File: config.mk
export PLATFORM = sky130hd
export DESIGN_NAME = seven_seg_scanner
export DESIGN_NICKNAME = d
export VERILOG_FILES = /design/src/rtl/seven_seg_scanner.sv
export SDC_FILE = /design/constraint.sdc
export NUM_CORES = 1
export LEC_CHECK = 0
export BUFFER_PORTS_ARGS = -buffer_cell sky130_fd_sc_hd__buf_4
export CAP_MARGIN = 40
export CORE_ASPECT_RATIO = 0.5
export CORE_MARGIN = 4
export CORE_UTILIZATION = 45
export DETAILED_ROUTE_END_ITERATION = 7
export HOLD_SLACK_MARGIN = 0.15
export PLACE_DENSITY = 0.69
export RECOVER_POWER = 50
export SYNTH_ARGS = -nofsm -noshare
export SYNTH_HDL_FRONTEND = slang
export SYNTH_SLANG_ARGS = --single-unit
export TNS_END_PERCENT = 100
File: constraint.sdc
create_clock -name clk -period 2.34 [get_ports clk]
set_input_delay 0.117 -clock clk [delete_from_list [all_inputs] [get_ports clk]]
set_output_delay 0.117 -clock clk [all_outputs]
set_load 0.005 [all_outputs]
File: src/rtl/seven_seg_scanner.sv
// Seven-segment scan controller.
// Steps through NUM_DIGITS digits, one slot of DIV clocks each. The first GUARD
// clocks of every slot are dark to stop ghosting. Digits above the most
// significant non-zero or decimal-point digit can be blanked. New values go into
// a shadow register and move to the active register only at a frame wrap, so a
// frame is never shown half old and half new.
module seven_seg_scanner #(
    parameter int NUM_DIGITS    = 4,
    parameter int DIV           = 50000,
    parameter int GUARD         = 4,
    parameter int BLANK_LEADING = 1
) (
    input  logic                    clk,
    input  logic                    rst_n,
    input  logic [4*NUM_DIGITS-1:0] value_in,
    input  logic [NUM_DIGITS-1:0]   dp_mask_in,
    input  logic                    value_valid,
    input  logic                    display_en,
    output logic [3:0]              digit_nibble,
    output logic                    digit_en,
    output logic                    dp,
    output logic [NUM_DIGITS-1:0]   digit_sel,
    output logic                    frame_done
);

    localparam int CNT_W = $clog2(DIV);
    localparam int IDX_W = $clog2(NUM_DIGITS);

    localparam logic [CNT_W-1:0] CNT_LAST  = CNT_W'(DIV - 1);
    localparam logic [CNT_W-1:0] CNT_GUARD = CNT_W'(GUARD);
    localparam logic [IDX_W-1:0] IDX_LAST  = IDX_W'(NUM_DIGITS - 1);

    logic [CNT_W-1:0]             cnt;
    logic [IDX_W-1:0]             idx;
    logic                         slot_end;
    logic                         wrap;
    logic                         lit;

    logic [NUM_DIGITS-1:0][3:0]   shadow_val;
    logic [NUM_DIGITS-1:0][3:0]   active_val;
    logic [NUM_DIGITS-1:0]        shadow_dp;
    logic [NUM_DIGITS-1:0]        active_dp;

    // quiet_above[i]: digits i..NUM_DIGITS-1 all hold zero and none asks for a
    // decimal point. A digit below a dp digit therefore stays visible.
    logic [NUM_DIGITS:1]          quiet_above;
    logic [NUM_DIGITS-1:0]        blank;

    assign slot_end = (cnt == CNT_LAST);
    assign wrap     = slot_end && (idx == IDX_LAST);
    assign lit      = display_en && (cnt >= CNT_GUARD);

    assign quiet_above[NUM_DIGITS] = 1'b1;
    assign blank[0]                = 1'b0;

    generate
        for (genvar i = 1; i < NUM_DIGITS; i++) begin : g_blank
            assign quiet_above[i] = quiet_above[i+1] && (active_val[i] == 4'h0) && !active_dp[i];
            assign blank[i]       = (BLANK_LEADING != 0) && quiet_above[i];
        end
    endgenerate

    // Slot prescaler and digit index. Wrap at NUM_DIGITS is explicit so any digit count works.
    always_ff @(posedge clk or negedge rst_n) begin
        if (!rst_n) begin
            cnt <= '0;
            idx <= '0;
        end else if (slot_end) begin
            cnt <= '0;
            idx <= (idx == IDX_LAST) ? '0 : idx + 1'b1;
        end else begin
            cnt <= cnt + 1'b1;
        end
    end

    // Shadow register: the last strobe before a wrap is the one that gets shown.
    always_ff @(posedge clk or negedge rst_n) begin
        if (!rst_n) begin
            shadow_val <= '0;
            shadow_dp  <= '0;
        end else if (value_valid) begin
            shadow_val <= value_in;
            shadow_dp  <= dp_mask_in;
        end
    end

    // Active register changes only at a frame wrap. A strobe in the wrap cycle
    // lands in the shadow and waits one more frame.
    always_ff @(posedge clk or negedge rst_n) begin
        if (!rst_n) begin
            active_val <= '0;
            active_dp  <= '0;
        end else if (wrap) begin
            active_val <= shadow_val;
            active_dp  <= shadow_dp;
        end
    end

    // Registered decoder and common-line drive, one cycle behind (cnt, idx).
    // A blanked digit keeps its select so all slots have the same duty cycle.
    always_ff @(posedge clk or negedge rst_n) begin
        if (!rst_n) begin
            digit_nibble <= '0;
            digit_en     <= 1'b0;
            dp           <= 1'b0;
            digit_sel    <= '0;
            frame_done   <= 1'b0;
        end else begin
            digit_nibble <= active_val[idx];
            frame_done   <= wrap;
            if (lit) begin
                digit_sel <= NUM_DIGITS'(1) << idx;
                digit_en  <= !blank[idx];
                dp        <= active_dp[idx] && !blank[idx];
            end else begin
                digit_sel <= '0;
                digit_en  <= 1'b0;
                dp        <= 1'b0;
            end
        end
    end

endmodule
==> results of run 1 <==
-- kinds of logic after synthesis --
family,Yosys count,synth area share
flops,69,0.578
fa+ha+maj,6,0.0251
compound gates,9,0.0172
xor+xnor,11,0.0322
buf+inv,14,0.0239
simple gates,55,0.106
mux,46,0.217
-- power by group through the flow --
stage	Clock [mW]	Sequential, mW	Combinational (mW)
floorplan	0	1.26	0.0450
global placement	0	1.27	0.101
detailed placement	0	1.27	0.106
CTS	1.32	1.25	0.134
global route	1.37	1.26	0.144
finish	1.29	1.25	0.128
-- cells in the final DEF, fill, tap and decap left out, drive strengths merged --
| cell type | count |
|---|---|
| nand3 | 6 |
| ha | 6 |
| and4 | 4 |
| or3 | 1 |
| a21oi | 2 |
| nor3 | 7 |
| and2 | 5 |
| mux4 | 5 |
| and3 | 1 |
| inv | 6 |
| mux2 | 41 |
| clkbuf | 44 |
| nand2 | 8 |
| o31a | 1 |
| nor2 | 7 |
| dfrtp | 69 |
| xor2 | 5 |
| o21a | 1 |
| nand2b | 1 |
| xnor2 | 6 |
| nor4 | 5 |
| bufinv | 1 |
| clkinv | 1 |
| nand3b | 1 |
| dlygate4sd3 | 21 |
| buf | 4 |
| o21ai | 5 |
| nand4 | 4 |
| nor2b | 1 |
| or4 | 4 |
-- area by class of cell --
cell class	instances	area (um2)	share of cell area
multi-input cells	127	1190	0.312
clock inverters	2	35.0	0.00920
inverters	6	22.5	0.00591
flip-flops and latches	69	1730	0.453
well taps	88	110	0.0289
clock buffers	12	246	0.0647
repair buffers	57	478	0.125
-- worst min-delay path: stages --
cell,delay [ns]
buf_4,0.11
o21a_1,0.16
o31a_1,0.14
-- routing by layer --
metal  routed length [um]  GRT usage  vias up
met4                   93     0.0579        0
met3                  171     0.0525       10
met5                    0          0        -
met1                 2410      0.185      934
li1                     -          -      862
met2                 2670      0.256       25
-- state kept, by name (all words and copies together) (netlist names) --
name / cells
cnt: 16
dp: 1
active_val: 16
digit_nibble: 4
idx: 2
shadow_dp: 4
frame_done: 1
digit_sel: 4
shadow_val: 16
digit_en: 1
active_dp: 4
-- path summary, 6_finish.rpt --
path	startpoint	to	slack (ns)
setup / recovery	cnt[0]	active_val[13]	0.32
hold / removal	display_en	digit_en	0.25
setup reg to reg	cnt[0]	active_val[13]	0.32
hold reg to reg	shadow_val[13]	shadow_val[13]	0.50
max in group asynchronous	rst_n	active_val[4]	0.57
min in group asynchronous	rst_n	shadow_val[15]	0.79
-- repair_timing --
item	4_1_cts	5_1_grt
endpoints found under the setup margin	0	0
setup buffers	0	0
hold endpoints to repair	89	0
hold buffers	21	0
resized for setup	0	0
==> results.sh, run 1 <==
export IMPL_globalRouteOverflowTotal=0
export IMPL_antenna_found_initial=0
export IMPL_syn_area_mm2=0.00299
export IMPL_pwr_share_clk=0.483
export IMPL_finalWeightedCongestion=0.812
export IMPL_hold_viol_final=0
export IMPL_avgRoutedWirePerCell_um=14.8
export IMPL_grt_pass1_wl_um=9230
export IMPL_first_global_vias=1912
export IMPL_synth_area_per_cell_um2=14.2
export IMPL_critPathKind="reg2reg"
export IMPL_synthCells=210
export IMPL_p_seq_frac=0.469
export IMPL_rsz0062_at_grt="no"
export IMPL_synth_area_leaders="dfrtp_1, mux2_4, mux2_2"
export IMPL_worstPathArrival_ns=2.23
export IMPL_final_util=0.609
export IMPL_totalWireLength_um=5350
export IMPL_crit_chain="ha_1, and4_1, and4_4, nand2_2, buf_4, mux2_4"
export IMPL_ys_seq_area_frac=0.578
export IMPL_hpwl_um=3500
export IMPL_drc_errors=0
export IMPL_drive_above_1_share=0.355
export IMPL_drt_iter0_markers=89
export IMPL_worst_slew_pin_slew_ns=1.65
export IMPL_finalCriticalPeriod_ns=2.02
export IMPL_synth_warnings=0
export IMPL_intPower_mw=2.15
export IMPL_die_area_mm2=0.00809
export IMPL_yosys_top_cells_count="dfrtp_1, mux2_2, mux2_4"
export IMPL_stdcell_area_mm2=0.00381
export IMPL_root_buffer="clkbuf_16"
export IMPL_via_count=1831
export IMPL_comb_power_share=0.048
export IMPL_r2r_cells=6
export IMPL_path_clk_slew_ns=0.05
export IMPL_cap_violations=1
export IMPL_violations="max-capacitance violations, max-slew violations"
export IMPL_die_h_um=65.6
export IMPL_cts_tree="built"
export IMPL_finalClockSkew_ns=0.00658
export IMPL_grt_use_total=0.153
export IMPL_cts_sinks=69
export IMPL_ctsHtreeMaxLevel=3
export IMPL_ys_async_sr_fraction=1.00
export IMPL_cp_required_ns=2.55
export IMPL_cts_buffers=9
export IMPL_finalCritPeriodShare=0.864
export IMPL_power_density_mw_per_mm2=700
export IMPL_holdPathStages=3
export IMPL_crit_buf_inv=1
export IMPL_grt_max_degree=70
export IMPL_switchingPower_mw=0.516
export IMPL_leakagePower_nw=1.81
export IMPL_setup_violations_final=0
export IMPL_end_kind="register"
export IMPL_ys_types=33
export IMPL_yosysMostFrequentCell="dfrtp_1"
export IMPL_final_cells=361
export IMPL_fp_dieW_um=123
export IMPL_pin_count=35
export IMPL_core_area_mm2=0.00626
export IMPL_fill_cells=511
export IMPL_viasPerCell=5.07
export IMPL_hp_class="in2reg"
export IMPL_numPortBuffers=34
export IMPL_crit_cells=6
export IMPL_slowest_delay_ns=0.42
export IMPL_hold_slack_ns=0.248
export IMPL_syn_to_final_growth_pct=27.5
export IMPL_cp_max_fo=20
export IMPL_crit_slowest_cell="dfrtp_1"
export IMPL_synthFlopType="dfrtp_1"
export IMPL_synth_largest_area_cell="dfrtp_1"
export IMPL_ys_ff_latch=69
export IMPL_syn_nets=240
export IMPL_max_clock_path_buffers=2
export IMPL_finalPower_mw=2.67
export IMPL_slew_violations=70
export IMPL_synth_top_area_share=0.578
export IMPL_crit_family="simple AND/OR/NAND/NOR gates"
export IMPL_p_sw_frac=0.194
export IMPL_row_count=20
export IMPL_first_pass_iters=4
export IMPL_drt_antenna_violating_nets=0
export IMPL_antenna_cells=0
export IMPL_finalNetCount=300
export IMPL_dpl_cell_area_mm2=0.00332
export IMPL_peakVddDrop_uv=402
export IMPL_clk_latency_ns=0.32
export IMPL_place_ws_ns=0.351
export IMPL_relSlewSlack=-0.0999
export IMPL_cp_start_kind="register"
export IMPL_synth_edff_count=0
export IMPL_place_inst=326
export IMPL_setup_tns_ns=0
export IMPL_status="finished with violations"
export IMPL_initial_utilization=0.478
export IMPL_max_freq_mhz=495
export IMPL_setup_ws_ns=0.319
No activity file was read; power rests on OpenSTA's default activity.
==> inputs of run 2 (changes only) <==
CORE_UTILIZATION = 57   (was 45)
PLACE_DENSITY = 0.83   (was 0.69)
==> run 2 against run 1 <==
  * The run still ends with max-capacitance violations, max-slew violations left
  * Non-clock buffer count did not move
  * Clock power shrank 20%
  * Sequential share of layout area up 1.1 points
  * Global-route usage increased by 4.3 points
  * First-iteration DRC count up 2.2%
  * Critical endpoint is now active_val[9]
  * Routed wire length increased by 1.0%
  * Sequential cell count unchanged
  * Critical path type unchanged
  * Count of clock-buffer cells in the layout decreased by 3
==> results.sh, run 2 (synthesized netlist as in run 1, its figures left out) <==
export IMPL_numPortBuffers=34
export IMPL_worstPathArrival_ns=2.23
export IMPL_ctsHtreeMaxLevel=3
export IMPL_finalCriticalPeriod_ns=2.01
export IMPL_hold_slack_ns=0.245
export IMPL_drt_antenna_violating_nets=0
export IMPL_cts_tree="built"
export IMPL_clk_latency_ns=0.35
export IMPL_peakVddDrop_uv=426
export IMPL_critPathKind="reg2reg"
export IMPL_setup_tns_ns=0
export IMPL_syn_to_final_growth_pct=24.3
export IMPL_hpwl_um=3430
export IMPL_finalWeightedCongestion=0.782
export IMPL_grt_pass1_wl_um=9350
export IMPL_cts_sinks=69
export IMPL_cts_buffers=9
export IMPL_dpl_cell_area_mm2=0.00330
export IMPL_layout_common_cells="dfrtp_1, clkbuf_4, mux2_2, dlygate4sd3_1, mux2_4"
export IMPL_finalClockSkew_ns=0.00909
export IMPL_cp_max_fo=20
export IMPL_viasPerCell=5.40
export IMPL_status="finished with violations"
export IMPL_finalPower_mw=2.40
export IMPL_via_count=1863
export IMPL_first_pass_iters=4
export IMPL_finalNetCount=300
export IMPL_globalRouteOverflowTotal=0
export IMPL_totalWireLength_um=5410
export IMPL_top_regs="active_val: 16 flops, cnt: 16 flops, shadow_val: 16 flops"
export IMPL_stdcell_area_mm2=0.00371
export IMPL_finalCritPeriodShare=0.859
export IMPL_drive_above_1_share=0.364
export IMPL_drc_errors=0
export IMPL_path_clk_slew_ns=0.08
export IMPL_row_count=18
export IMPL_setup_violations_final=0
export IMPL_avgRoutedWirePerCell_um=15.7
export IMPL_hold_viol_final=0
export IMPL_grt_max_degree=70
export IMPL_antenna_found_initial=0
export IMPL_cap_violations=1
export IMPL_cp_start_kind="register"
export IMPL_layout_commonest_cell="dfrtp_1"
export IMPL_antenna_cells=0
export IMPL_relSlewSlack=-0.0849
export IMPL_leakagePower_nw=1.77
export IMPL_rsz0062_at_grt="no"
export IMPL_die_area_mm2=0.00653
export IMPL_violations="max-capacitance violations, max-slew violations"
export IMPL_pin_count=35
export IMPL_end_kind="register"
export IMPL_drt_iter0_markers=91
export IMPL_die_h_um=59.2
export IMPL_grt_use_total=0.197
export IMPL_fp_dieW_um=110
export IMPL_first_global_vias=1969
export IMPL_root_buffer="clkbuf_8"
export IMPL_max_clock_path_buffers=2
export IMPL_initial_utilization=0.598
export IMPL_power_density_mw_per_mm2=647
export IMPL_final_util=0.743
export IMPL_max_freq_mhz=498
export IMPL_slew_violations=70
export IMPL_cp_required_ns=2.57
export IMPL_core_area_mm2=0.00500
export IMPL_postCtsSetupBuffers=0
export IMPL_worst_slew_pin_slew_ns=1.63
export IMPL_hp_class="in2reg"
-- run 2: per-stage QoR --
step                cells  worst slack (ns)
CTS                   345             0.337
floorplan             210             0.661
detailed placement    308             0.353
finish                345             0.330
global placement      308             0.418
global route          345             0.226
-- run 2: final timing paths --
path                               from              end  slack (ns)  depth (start not counted)
max                              cnt[0]    active_val[9]        0.33                          6
min                         value_valid    shadow_val[0]        0.24                          2
max reg2reg                      cnt[0]    active_val[9]        0.33                          6
min reg2reg                shadow_dp[2]     active_dp[2]        0.51                          1
max in group asynchronous         rst_n  digit_nibble[1]        0.65                          2
min in group asynchronous         rst_n           idx[1]        0.73                          2
-- run 2: power by group --
group | total [mW] | leakage, nW | internal (mW) | switching (mW)
Clock | 1.03 | 0.105 | 0.593 | 0.432
Sequential | 1.25 | 0.900 | 1.23 | 0.0203
Combinational | 0.130 | 0.770 | 0.0796 | 0.0499
Total | 2.40 | 1.77 | 1.90 | 0.502
-- run 2: what timing repair did --
item / 4_1_cts / 5_1_grt
hold buffers: 21 / 0
endpoints found under the hold margin: 89 / 0
resized for setup: 0 / 0
endpoints found under the setup margin: 0 / 0
-- run 2: metal layers --
layer	track usage	routed length, um	up-vias
met5	0	0	-
met4	0.0825	135	0
met3	0.0642	231	15
met2	0.315	2630	39
met1	0.251	2410	940
li1	-	-	869
-- run 2: layout make-up --
cell class	instances	area, um2
clock buffer	9	124
clock inverter	7	90.1
fill	314	1280
inverter	6	22.5
multi-input combinational	127	1190
sequential	69	1730
tap	70	87.6
timing repair buffer	57	474
-- run 2: critical path, cell delays in order (launching register included) --
cell and delay (ns):
dfrtp_1 0.42, ha_1 0.26, and4_1 0.21, and4_4 0.23
nand2_2 0.08, buf_4 0.33, mux2_4 0.34
